$ cat config.mk
export PLATFORM = sky130hd
export DESIGN_NAME = peripheral_apb42ahb_flat
export DESIGN_NICKNAME = d
export VERILOG_FILES = /design/src/rtl/peripheral_axi4_pkg.sv /design/src/rtl/peripheral_apb42ahb_if.sv /design/src/rtl/peripheral_apb42ahb_strb_decode.sv /design/src/rtl/peripheral_apb42ahb.sv /design/src/flat_wrapper.sv
export SDC_FILE = /design/constraint.sdc
export NUM_CORES = 1
export LEC_CHECK = 0
export BUFFER_PORTS_ARGS = -buffer_cell sky130_fd_sc_hd__buf_2
export CAP_MARGIN = 20
export CORE_MARGIN = 3
export CORE_UTILIZATION = 30
export CTS_CLUSTER_DIAMETER = 60
export DETAILED_ROUTE_END_ITERATION = 16
export PLACE_DENSITY_LB_ADDON = 0.1
export SLEW_MARGIN = 0
export SYNTH_ARGS = -nofsm -noshare
export SYNTH_HDL_FRONTEND = slang
export SYNTH_SLANG_ARGS = --single-unit
$ cat constraint.sdc
create_clock -name PCLK -period 4.45 [get_ports PCLK]
set_clock_uncertainty 0.05 [all_clocks]
set_input_delay 0.2225 -clock PCLK [delete_from_list [all_inputs] [get_ports PCLK]]
set_output_delay 0.2225 -clock PCLK [all_outputs]
set_load 0.1 [all_outputs]
$ cat src/rtl/peripheral_axi4_pkg.sv
// Shared AHB-Lite encodings plus the APB4->AHB-Lite bridge state type.
package peripheral_axi4_pkg;

    localparam logic [1:0] HTRANS_IDLE   = 2'b00;
    localparam logic [1:0] HTRANS_NONSEQ = 2'b10;

    localparam logic [2:0] HSIZE_BYTE  = 3'b000;
    localparam logic [2:0] HSIZE_HWORD = 3'b001;
    localparam logic [2:0] HSIZE_WORD  = 3'b010;

    localparam logic [2:0] HBURST_SINGLE = 3'b000;

    localparam logic [3:0] HPROT_DATA = 4'b0001;
    localparam logic [3:0] HPROT_PRIV = 4'b0010;

    localparam logic HRESP_OKAY  = 1'b0;
    localparam logic HRESP_ERROR = 1'b1;

    typedef enum logic [1:0] {
        IDLE,
        ADDR,
        DATA,
        RESP
    } apb42ahb_state_t;

endpackage

$ cat src/rtl/peripheral_apb42ahb_if.sv
// APB4 slave + AHB-Lite master signal bundle for the APB4->AHB-Lite bridge.
interface peripheral_apb42ahb_if #(
    parameter int HADDR_SIZE = 32,
    parameter int HDATA_SIZE = 32,
    parameter int PADDR_SIZE = 12
);
    logic                    PSEL;
    logic                    PENABLE;
    logic [2:0]              PPROT;
    logic                    PWRITE;
    logic [HDATA_SIZE/8-1:0] PSTRB;
    logic [PADDR_SIZE-1:0]   PADDR;
    logic [HDATA_SIZE-1:0]   PWDATA;
    logic [HDATA_SIZE-1:0]   PRDATA;
    logic                    PREADY;
    logic                    PSLVERR;

    logic                    HSEL;
    logic [HADDR_SIZE-1:0]   HADDR;
    logic [HDATA_SIZE-1:0]   HWDATA;
    logic [HDATA_SIZE-1:0]   HRDATA;
    logic                    HWRITE;
    logic [2:0]              HSIZE;
    logic [2:0]              HBURST;
    logic [3:0]              HPROT;
    logic [1:0]              HTRANS;
    logic                    HMASTLOCK;
    logic                    HREADY;
    logic                    HRESP;

    // Bridge side: APB slave facing the controller, AHB master facing the fabric.
    modport slave (
        input  PSEL, PENABLE, PPROT, PWRITE, PSTRB, PADDR, PWDATA,
        output PRDATA, PREADY, PSLVERR,
        output HSEL, HADDR, HWDATA, HWRITE, HSIZE, HBURST, HPROT, HTRANS, HMASTLOCK,
        input  HRDATA, HREADY, HRESP
    );

    modport master (
        output PSEL, PENABLE, PPROT, PWRITE, PSTRB, PADDR, PWDATA,
        input  PRDATA, PREADY, PSLVERR,
        input  HSEL, HADDR, HWDATA, HWRITE, HSIZE, HBURST, HPROT, HTRANS, HMASTLOCK,
        output HRDATA, HREADY, HRESP
    );
endinterface

$ cat src/rtl/peripheral_apb42ahb_strb_decode.sv
// Combinational PSTRB decoder: legality, beat size, lowest-lane offset, lanes left after a byte beat.
import peripheral_axi4_pkg::*;

module peripheral_apb42ahb_strb_decode (
    input  logic [3:0] i_strb,
    output logic       o_legal,
    output logic [2:0] o_size,
    output logic [1:0] o_off,
    output logic [3:0] o_rest
);
    always_comb begin
        o_legal = 1'b1;
        o_size  = HSIZE_BYTE;
        unique case (i_strb)
            4'b0001, 4'b0010, 4'b0100, 4'b1000: o_size = HSIZE_BYTE;
            4'b0011, 4'b1100:                   o_size = HSIZE_HWORD;
            4'b1111:                            o_size = HSIZE_WORD;
            default:                            o_legal = 1'b0;
        endcase
    end

    // Every legal pattern starts at its lowest set lane, so one priority chain serves both uses.
    always_comb begin
        o_off = 2'd0;
        if (i_strb[0])      o_off = 2'd0;
        else if (i_strb[1]) o_off = 2'd1;
        else if (i_strb[2]) o_off = 2'd2;
        else if (i_strb[3]) o_off = 2'd3;
    end

    assign o_rest = i_strb & (i_strb - 4'd1);
endmodule

$ cat src/rtl/peripheral_apb42ahb.sv
// APB4 slave to AHB-Lite master bridge (SINGLE beats only).
// Define PERIPHERAL_APB42AHB_SPLIT_EN to split sparse write strobes into byte beats.
import peripheral_axi4_pkg::*;

module peripheral_apb42ahb #(
    parameter int                    HADDR_SIZE = 32,
    parameter int                    HDATA_SIZE = 32,
    parameter int                    PADDR_SIZE = 12,
    parameter logic [HADDR_SIZE-1:0] HADDR_BASE = '0
) (
    input logic                  PCLK,
    input logic                  PRESET,
    peripheral_apb42ahb_if.slave bus
);
    apb42ahb_state_t         r_state, w_next;
    logic [PADDR_SIZE-3:0]   r_addr;
    logic                    r_write;
    logic [HDATA_SIZE-1:0]   r_wdata;
    logic [1:0]              r_prot;
    logic [3:0]              r_mask;
    logic [2:0]              r_size;
    logic [1:0]              r_off;
    logic                    r_err;
    logic [HDATA_SIZE-1:0]   r_rdata;

    logic                    w_setup;
    logic [3:0]              w_dec_in;
    logic                    w_dec_legal;
    logic [2:0]              w_dec_size;
    logic [1:0]              w_dec_off;
    logic [3:0]              w_dec_rest;
    logic [HADDR_SIZE-1:0]   w_haddr;

    assign w_setup  = bus.PSEL & ~bus.PENABLE;
    // Outside IDLE the decoder walks the lanes still owed by a split write.
    assign w_dec_in = (r_state == IDLE) ? bus.PSTRB : r_mask;

    peripheral_apb42ahb_strb_decode u_strb_decode (
        .i_strb  (w_dec_in),
        .o_legal (w_dec_legal),
        .o_size  (w_dec_size),
        .o_off   (w_dec_off),
        .o_rest  (w_dec_rest)
    );

    always_ff @(posedge PCLK) begin
        if (PRESET) r_state <= IDLE;
        else        r_state <= w_next;
    end

    always_comb begin
        w_next = r_state;
        unique case (r_state)
            IDLE: if (w_setup) begin
                if (!bus.PWRITE)            w_next = ADDR;
                else if (bus.PSTRB == '0)   w_next = RESP;
                else if (w_dec_legal)       w_next = ADDR;
                else begin
`ifdef PERIPHERAL_APB42AHB_SPLIT_EN
                    w_next = ADDR;
`else
                    w_next = RESP;
`endif
                end
            end
            ADDR: if (bus.HREADY) w_next = DATA;
            DATA: if (bus.HREADY) begin
                if (bus.HRESP == HRESP_ERROR || r_err || r_mask == '0) w_next = RESP;
                else                                                  w_next = ADDR;
            end
            RESP:    w_next = IDLE;
            default: w_next = IDLE;
        endcase
    end

    always_ff @(posedge PCLK) begin
        if (PRESET) begin
            r_write <= 1'b0;
            r_mask  <= '0;
            r_size  <= HSIZE_BYTE;
            r_off   <= 2'd0;
            r_err   <= 1'b0;
            r_rdata <= '0;
        end else begin
            unique case (r_state)
                IDLE: if (w_setup) begin
                    r_addr  <= bus.PADDR[PADDR_SIZE-1:2];
                    r_write <= bus.PWRITE;
                    r_wdata <= bus.PWDATA;
                    r_prot  <= {bus.PPROT[2], bus.PPROT[0]};
                    r_err   <= 1'b0;
                    r_mask  <= '0;
                    r_size  <= w_dec_size;
                    r_off   <= w_dec_off;
                    if (!bus.PWRITE) begin
                        r_size <= HSIZE_WORD;
                        r_off  <= 2'd0;
                    end else if (bus.PSTRB != '0 && !w_dec_legal) begin
`ifdef PERIPHERAL_APB42AHB_SPLIT_EN
                        r_size <= HSIZE_BYTE;
                        r_mask <= w_dec_rest;
`else
                        r_err  <= 1'b1;
`endif
                    end
                end
                DATA: begin
                    if (bus.HRESP == HRESP_ERROR) begin
                        r_err  <= 1'b1;
                        r_mask <= '0;
                    end else if (bus.HREADY && !r_err) begin
                        if (!r_write) r_rdata <= bus.HRDATA;
                        if (r_mask != '0) begin
                            r_off  <= w_dec_off;
                            r_size <= HSIZE_BYTE;
                            r_mask <= w_dec_rest;
                        end
                    end
                end
                default: ;
            endcase
        end
    end

    assign w_haddr = HADDR_BASE | HADDR_SIZE'({r_addr, r_off});

    assign bus.HSEL      = (r_state == ADDR);
    assign bus.HTRANS    = (r_state == ADDR) ? HTRANS_NONSEQ : HTRANS_IDLE;
    assign bus.HADDR     = (r_state == ADDR) ? w_haddr : '0;
    assign bus.HWRITE    = (r_state == ADDR) & r_write;
    assign bus.HSIZE     = (r_state == ADDR) ? r_size : HSIZE_BYTE;
    assign bus.HPROT     = (r_state != ADDR) ? 4'b0000 :
                           ((r_prot[1] ? 4'b0000 : HPROT_DATA) | (r_prot[0] ? HPROT_PRIV : 4'b0000));
    assign bus.HBURST    = HBURST_SINGLE;
    assign bus.HMASTLOCK = 1'b0;
    assign bus.HWDATA    = (r_state == DATA && r_write) ? r_wdata : '0;

    assign bus.PREADY  = (r_state == RESP);
    assign bus.PSLVERR = (r_state == RESP) & r_err;
    assign bus.PRDATA  = r_rdata;
endmodule

$ cat src/flat_wrapper.sv
// flat-port wrapper written by rule: the top's interface ports become plain ports
module peripheral_apb42ahb_flat 
#(
    parameter int                    HADDR_SIZE = 32,
    parameter int                    HDATA_SIZE = 32,
    parameter int                    PADDR_SIZE = 12,
    parameter logic [HADDR_SIZE-1:0] HADDR_BASE = '0
)
  (PCLK, PRESET, bus_PSEL, bus_PENABLE, bus_PPROT, bus_PWRITE, bus_PSTRB, bus_PADDR, bus_PWDATA, bus_PRDATA, bus_PREADY, bus_PSLVERR, bus_HSEL, bus_HADDR, bus_HWDATA, bus_HWRITE, bus_HSIZE, bus_HBURST, bus_HPROT, bus_HTRANS, bus_HMASTLOCK, bus_HRDATA, bus_HREADY, bus_HRESP);
  peripheral_apb42ahb_if #(.HADDR_SIZE(HADDR_SIZE), .HDATA_SIZE(HDATA_SIZE), .PADDR_SIZE(PADDR_SIZE)) bus_i ();
  input logic PCLK;
  input logic PRESET;
  input wire logic [$bits(bus_i.PSEL)-1:0] bus_PSEL;
  input wire logic [$bits(bus_i.PENABLE)-1:0] bus_PENABLE;
  input wire logic [$bits(bus_i.PPROT)-1:0] bus_PPROT;
  input wire logic [$bits(bus_i.PWRITE)-1:0] bus_PWRITE;
  input wire logic [$bits(bus_i.PSTRB)-1:0] bus_PSTRB;
  input wire logic [$bits(bus_i.PADDR)-1:0] bus_PADDR;
  input wire logic [$bits(bus_i.PWDATA)-1:0] bus_PWDATA;
  output wire logic [$bits(bus_i.PRDATA)-1:0] bus_PRDATA;
  output wire logic [$bits(bus_i.PREADY)-1:0] bus_PREADY;
  output wire logic [$bits(bus_i.PSLVERR)-1:0] bus_PSLVERR;
  output wire logic [$bits(bus_i.HSEL)-1:0] bus_HSEL;
  output wire logic [$bits(bus_i.HADDR)-1:0] bus_HADDR;
  output wire logic [$bits(bus_i.HWDATA)-1:0] bus_HWDATA;
  output wire logic [$bits(bus_i.HWRITE)-1:0] bus_HWRITE;
  output wire logic [$bits(bus_i.HSIZE)-1:0] bus_HSIZE;
  output wire logic [$bits(bus_i.HBURST)-1:0] bus_HBURST;
  output wire logic [$bits(bus_i.HPROT)-1:0] bus_HPROT;
  output wire logic [$bits(bus_i.HTRANS)-1:0] bus_HTRANS;
  output wire logic [$bits(bus_i.HMASTLOCK)-1:0] bus_HMASTLOCK;
  input wire logic [$bits(bus_i.HRDATA)-1:0] bus_HRDATA;
  input wire logic [$bits(bus_i.HREADY)-1:0] bus_HREADY;
  input wire logic [$bits(bus_i.HRESP)-1:0] bus_HRESP;
  assign bus_i.PSEL = bus_PSEL;
  assign bus_i.PENABLE = bus_PENABLE;
  assign bus_i.PPROT = bus_PPROT;
  assign bus_i.PWRITE = bus_PWRITE;
  assign bus_i.PSTRB = bus_PSTRB;
  assign bus_i.PADDR = bus_PADDR;
  assign bus_i.PWDATA = bus_PWDATA;
  assign bus_PRDATA = bus_i.PRDATA;
  assign bus_PREADY = bus_i.PREADY;
  assign bus_PSLVERR = bus_i.PSLVERR;
  assign bus_HSEL = bus_i.HSEL;
  assign bus_HADDR = bus_i.HADDR;
  assign bus_HWDATA = bus_i.HWDATA;
  assign bus_HWRITE = bus_i.HWRITE;
  assign bus_HSIZE = bus_i.HSIZE;
  assign bus_HBURST = bus_i.HBURST;
  assign bus_HPROT = bus_i.HPROT;
  assign bus_HTRANS = bus_i.HTRANS;
  assign bus_HMASTLOCK = bus_i.HMASTLOCK;
  assign bus_i.HRDATA = bus_HRDATA;
  assign bus_i.HREADY = bus_HREADY;
  assign bus_i.HRESP = bus_HRESP;
  peripheral_apb42ahb #(.HADDR_SIZE(HADDR_SIZE), .HDATA_SIZE(HDATA_SIZE), .PADDR_SIZE(PADDR_SIZE), .HADDR_BASE(HADDR_BASE)) u_core (.PCLK(PCLK), .PRESET(PRESET), .bus(bus_i));
endmodule
# Yosys cells after proc, flatten, opt, wreduce, memory -nomap -nowiden
# Cells that the tools add are included.
[totals]
word_cells = 106
reg_bits = 89
[op_classes]
muxes = 44
n_reduce_logical = 22
n_bitwise = 9
eq_ne = 20
n_addsub = 1
[op_table]
columns = ["cell", "n"]
rows = [
  ["2-bit two-way mux", 19],
  ["32-bit two-way mux", 1],
  ["4-bit two-way mux", 6],
  ["3-bit two-way mux", 5],
  ["4-bit == test (second input constant)", 3],
  ["12-bit two-way mux", 1],
  ["2-bit by 1-bit != test with 1-bit output (second input constant)", 5],
  ["3-bit AND reduction", 3],
  ["4-bit by 2-bit == test with 1-bit output (second input constant)", 2],
  ["4-bit zero test", 2],
  ["2-bit case mux with 2 select lines", 2],
  ["2-bit case mux with 4 select lines", 1],
  ["4-bit case mux with 2 select lines", 1],
  ["4-bit AND reduction", 2],
  ["4-bit nonzero test", 2],
  ["7-bit OR reduction", 1],
  ["1-bit two-way mux", 6],
  ["2-bit != test (second input constant)", 3],
  ["3-bit by 2-bit != test with 1-bit output (second input constant)", 2],
  ["3-bit case mux with 2 select lines", 1],
  ["5-bit AND reduction", 1],
  ["4-bit bitwise AND", 1],
  ["2-bit == test (second input constant)", 2],
  ["4-bit by 1-bit == test with 1-bit output (second input constant)", 1],
  ["other kinds (14)", 23],
]

# Depth between registers and ports, before layout
# Gate-level depths: netlist (run 1).
[logic_depth]
ltp_word = 11
depth_mapped = 6

# Hierarchy
# A second synthesis (run 1) with hierarchy kept.
[hier_totals]
hier_cells = 378
hier_area_um2 = 3837.4
[by_module_without_submodules]
columns = ["mod", "seq_area_each_um2", "cells_each", "area_per_inst_um2", "instances"]
rows = [
  ["peripheral_apb42ahb", 2222.1, 360, 3726.1, 1],
  ["peripheral_apb42ahb_strb_decode", 0.0, 18, 111.4, 1],
]

# Worst setup path before layout (run 1)
# No wires, ideal clock.
[synth_path]
path_kind = "flip-flop to flip-flop"
start = "register u_core.r_state[0]"
end = "register u_core.r_addr[0], enable pin"
required_ps = 3950
setup_ps = 450
arrival_time_ps = 2907
slack_ps = 1042
period_less_slack_ps = 3408
path_stages_with_launch = 5
cell_sequence = "dfxtp_1 buf_2 nor2_1 and2_0 nor2b_1"
[synth_between]
elab_chain_cells = 2
[synth_lines]
columns = ["element", "line", "rtl"]
rows = [
  ["start, declared", "peripheral_apb42ahb.sv:15", "apb42ahb_state_t r_state, w_next;"],
  ["start signal, assigned", "peripheral_apb42ahb.sv:48", "else r_state <= w_next;"],
  ["2-bit zero test", "peripheral_apb42ahb.sv:85", "unique case (r_state)"],
  ["3-bit AND reduction (no source line)", "-", ""],
  ["end signal, assigned", "peripheral_apb42ahb.sv:87", "r_addr <= bus.PADDR[PADDR_SIZE-1:2];"],
  ["end, declared", "peripheral_apb42ahb.sv:16", "logic [PADDR_SIZE-3:0] r_addr;"],
]
# Every way passes these cells.
# A chain may end at the register's enable or synchronous reset.

# Worst setup path after layout (run 1)
[layout_path]
start = "register u_core.r_state[1]"
end = "output bus_HWDATA[6]"
[layout_between]
elab_chain_cells = 3
[layout_lines]
columns = ["element", "line", "rtl"]
rows = [
  ["2-bit == test", "peripheral_apb42ahb.sv:136", "assign bus.HWDATA = (r_state == DATA && r_write) ? r_wdata : '0;"],
  ["1-bit logical AND", "peripheral_apb42ahb.sv:136", ""],
  ["32-bit two-way mux", "peripheral_apb42ahb.sv:136", ""],
  ["end, declared", "flat_wrapper.sv:25", "output wire logic [$bits(bus_i.HWDATA)-1:0] bus_HWDATA;"],
]
# Every way passes these cells.

==> qor.yml, run 1 <==
via_per_inst: 4.34
path_cells: "and3_1 -> and2_1 -> buf_2"
outcome: "finished clean"
whs_path_depth: 1
worst_pin_slew_ps: 850
drt_iter0_drc: 138
crit_required_ps: 4180
dr_total_vias: 3236
fmaxAchievable_ghz: 0.349
insertion_delay_ps: 340
synthArstFlopShare: 0
fill_cells: 1233
startpoint_type: "register"
gp_congestion: 0.776
path_clk_slew_ps: 60
syn_inst: 371
worst-r2r-cell-count: 4
setup_viol: 0
relSlewSlack: 0.433
final_antenna_net_count: 0
min_from: "bus_PADDR[2]"
cts_setup_buffers: 0
grt_pass1_wl_um: 15700
syn_area_mm2: 0.00376
synth_seq_cells: 87
antenna_found_initial: 0
multi_input_area_mm2: 0.00135
fin_crit_sh: 0.645
pwr_density_cell_mw_per_mm2: 402
avgSynthCellArea_um2: 10.1
grt_max_degree: 46
htree_num_levels: 3
synth-seq-area-share: 0.580
rsz0062_at_grt: "false"
drc: 0
r2r_start: "u_core.r_state[1]"
cp.arrival_ps: 2600
slowest_delay_ps: 830
r2r_slack_ps: 1900
die_y_um: 118
wl_um: 9790
dieArea_mm2: 0.0139
final_util: 0.438
hold_class: "input port to register"
yosys.cell_types.count: 41
grt_pass1_vias: 3046
io-pin-count: 203
drive_above_1_share: 0.337
core_area_mm2: 0.0122
ir_drop_mv: 0.266
yosysWarnings: 0
cts_tree: "built"
regArea_mm2: 0.00218
ys.flop_type: "edfxtp_1"
critPathKind: "register to output port"
root_buffer: "clkbuf_16"
leakagePower_nw: 2.39
dp.final_hpwl_um: 6700
slowest_stage: "and3_1"
critPathCaptureType: "output port"
min_to: "u_core.r_addr[0]"
avgRoutedWirePerCell_um: 13.1
tns_ps: 0
drv_cap: 0
initial_core_util: 0.310
r2r_end: "u_core.r_wdata[26]"
nets: 663
fin_crit_ps: 2870
die_w_um: 118
antenna_cells: 0
grt_overflow: 0
port_buffers: 171
hold_viol: 0
cts_max_path_buffers: 2
synth-edff-count: 44
dr.pass1.iters: 4
grt_usage: 0.140
syn2layout_area_growth_pct: 41.6
crit_fanout: 32
cts_made_buffers: 9
cts.sinks: 87
placementRows: 40
maxSlewViolCount: 0
[flip-flops by register name, summed over array words and instances (netlist names), 2 cells and up]
| register | flops |
|---|---|
| u_core.r_wdata | 32 |
| u_core.r_size | 2 |
| u_core.bus.PRDATA | 32 |
| u_core.r_off | 2 |
| u_core.r_mask | 3 |
| u_core.r_addr | 10 |
| u_core.r_prot | 2 |
| u_core.r_state | 2 |
[metal layers]
metal,vias to the layer above,share of wire,GRT usage
met4,0,0.021,0.0681
met1,1488,0.41,0.167
li1,1626,-,-
met3,14,0.054,0.0360
met5,-,0,0
met2,108,0.51,0.237
[cell usage after synthesis, types with 4 or more instances]
master,instances,area [um2]
edfxtp_1,44,1320
nor3_1,4,20.0
nor2_1,11,41.3
dfxtp_1,43,861
clkbuf_1,13,48.8
and2_1,32,200
buf_2,6,30.0
o2111ai_1,4,35.0
o21ai_0,6,30.0
inv_1,4,15.0
a21oi_1,45,225
and3_1,19,119
buf_4,29,218
nand2_1,69,259
[layout make-up]
class | count | share of cell area
Multi-Input combinational cell | 255 | 0.254
Tap cell | 168 | 0.0394
Inverter | 4 | 0.00282
Timing Repair Buffer | 216 | 0.246
Clock buffer | 11 | 0.0437
Clock inverter | 5 | 0.00469
Sequential cell | 87 | 0.409
[logic make-up (layout without fill, tap and decap cells)]
kind of cell	after synthesis	after routing	share of synthesized area
other	1	28	0.000996
DFF	87	87	0.580
muxes	1	1	0.00266
buffers and inverters	56	236	0.0927
AOI/OAI and AO/OA	70	70	0.111
and+or+nand+nor	156	156	0.213
[repair_timing]
action	in CTS	in global routing
resized for setup	0	0
hold buffers	40	0
hold endpoints to repair	40	0
[worst max-delay path: cells and delay by family (launching register included)]
family / cells / cell delay [ps]
buffers and inverters: 1 / 430
and+or+nand+nor: 2 / 1070
DFF: 1 / 740
[how the worst max path moves through the flow]
stage / depth (start not counted) / startpoint / end
detailed placement: 4 / u_core.r_state[1] / u_core.bus.PRDATA[16]
global route: 3 / u_core.r_state[1] / bus_HWDATA[4]
floorplan: 4 / u_core.r_state[0] / u_core.r_addr[0]
CTS: 3 / u_core.r_state[1] / bus_HWDATA[4]
global placement: 4 / u_core.r_state[1] / u_core.bus.PRDATA[4]
finish: 3 / u_core.r_state[1] / bus_HWDATA[6]
[where the power goes]
group | total [mW] | leakage [nW] | switching [mW] | internal, mW
logic | 0.572 | 1.52 | 0.452 | 0.120
clock network | 0.667 | 0.121 | 0.295 | 0.372
registers | 0.902 | 0.749 | 0.0222 | 0.880
total | 2.14 | 2.39 | 0.770 | 1.37
[stage by stage]
stage	std cells	hold WS (ps)	power, mW	instance area (um2)	worst slack, ps
floorplan	398	271	1.38	3870	1040
global placement	689	349	1.46	4640	1870
detailed placement	689	351	1.46	4640	1860
CTS	745	0.521	2.17	5300	1490
global route	746	1.48	2.24	5330	1320
finish	746	19.4	2.14	5330	1580
[layout by cell type (no fill, tap or decap), types with 2 or more instances in the layout]
master,count
buf_2,171
edfxtp_1,44
or3b_2,2
clkbuf_16,9
and3_1,19
nor2_1,11
nor3b_1,3
nor3_1,4
o211ai_1,2
or3_1,2
clkbuf_1,2
nor2b_1,2
a211oi_1,3
inv_1,4
clkinv_1,2
nand2b_1,3
a21oi_1,45
o21ai_0,6
and2_1,32
nand2_1,69
conb_1,28
or4_1,2
o22ai_1,2
dfxtp_1,43
buf_4,4
o2111ai_1,4
dlygate4sd3_1,40
Power figures use the tool's default switching activity.
==> run 2: changes to the inputs <==
clock period = 2.6 ns   (was 4.45 ns; I/O delays follow)
==> qor.yml, run 2 (synthesis results as in run 1) <==
leakagePower_nw: 2.66
syn2layout_area_growth_pct: 65.2
die_w_um: 118
outcome: "finished clean"
fill_cells: 1118
cts_setup_buffers: 0
maxSlewViolCount: 0
critPathCaptureType: "output port"
grt_usage: 0.151
slowest_delay_ps: 580
path_cells: "inv_1 -> and3_1 -> buf_4 -> and2_1 -> buf_12"
grt_pass1_vias: 3262
finalWorstSetupSlack_ps: 393
nets: 704
p_sw_frac: 0.341
grt_max_degree: 33
dp.final_hpwl_um: 7430
avgRoutedWirePerCell_um: 13.5
drive_above_1_share: 0.326
crit_required_ps: 2420
tns_ps: 0
cp.arrival_ps: 2030
setup_viol: 0
grt_overflow: 0
grt_pass1_wl_um: 16700
via_per_inst: 4.32
root_buffer: "clkbuf_16"
switchingPower_mw: 1.31
drv_cap: 0
final_util: 0.511
insertion_delay_ps: 330
htree_num_levels: 3
startpoint_type: "register"
slowest_stage: "dfxtp_1"
drc: 0
comb_power_share: 0.275
rsz0062_at_grt: "false"
cts.sinks: 87
p_int_mw: 2.53
io-pin-count: 203
dr.pass1.iters: 4
hold_viol: 0
cts_max_path_buffers: 2
fin_crit_ps: 2210
critPathKind: "register to output port"
port_buffers: 171
placementRows: 40
cts_made_buffers: 9
relSlewSlack: 0.667
hold_class: "input port to register"
layout_commonest_cell: "buf_2"
wl_um: 10600
initial_core_util: 0.310
gp_congestion: 0.811
drt_iter0_drc: 104
dpl_worst_slack_ps: 579
worst_pin_slew_ps: 496
clockPowerShare: 0.321
cts_tree: "built"
dr_total_vias: 3402
final_antenna_net_count: 0
core_area_mm2: 0.0122
crit_fanout: 32
antenna_found_initial: 0
final_cell_mix: "139 x buf_2, 76 x dlygate4sd3_1, 69 x nand2_1"
fin_crit_sh: 0.849
path_clk_slew_ps: 50
dieArea_mm2: 0.0139
ir_drop_mv: 0.265
die_y_um: 118
antenna_cells: 0
pwr_density_cell_mw_per_mm2: 616
fmaxAchievable_ghz: 0.453
pwr-share-seq: 0.404
[run 2: final timing paths]
kind,from,endpoint,slack (ps),cells after the start
min,bus_HREADY,u_core.r_state[0],60,3
max,u_core.r_state[0],bus_HWDATA[27],390,5
min reg2reg,u_core.bus.PRDATA[27],u_core.bus.PRDATA[27],400,2
max reg2reg,u_core.r_state[1],u_core.bus.PRDATA[8],580,6
[run 2: routing by layer]
layer  GRT usage  routed length [um]  vias up  share of wire
li1            -                   -     1707              -
met1       0.174                4350     1550           0.41
met2       0.266                5480      126           0.52
met3      0.0269                 461       19          0.043
met4      0.0791                 310        0          0.029
met5           0                   0        -              0
[run 2: cell type report]
type                       count  area (um2)  share of cell area
clock buffer                  14         245              0.0394
clock inverter                 2        35.0             0.00563
inverter                       4        15.0             0.00241
multi-input combinational    255        1360               0.219
sequential                    87        2180               0.351
tap                          168         210              0.0338
timing repair buffer         257        2170               0.349
[run 2: power by group through the flow]
stage | combinational [mW] | clock (mW) | sequential [mW]
final | 1.05 | 1.23 | 1.55
after global routing | 1.11 | 1.34 | 1.55
after CTS | 1.06 | 1.28 | 1.55
after detailed placement | 0.965 | 0 | 1.58
after global placement | 0.958 | 0 | 1.58
after floorplan | 0.711 | 0 | 1.66
[run 2: timing repair]
item / CTS / global route
resized for setup: 0 / 0
endpoints found under the hold margin: 76 / 0
hold buffers: 76 / 0
[run 2: stage by stage]
stage / total power, mW / area, um2 / hold slack [ps] / cells
after floorplan: 2.37 / 3880 / 179 / 398
after global placement: 2.54 / 5180 / 257 / 695
after detailed placement: 2.54 / 5180 / 258 / 695
after CTS: 3.89 / 6220 / 45.4 / 787
after global routing: 4.00 / 6220 / 111 / 787
final: 3.83 / 6220 / 63.1 / 787
[run 2: worst max-delay path: cells and delay by family (launching register included)]
family / cells / cell delay [ps]
buffers and inverters: 3 / 640
and+or+nand+nor: 2 / 460
DFF: 1 / 580
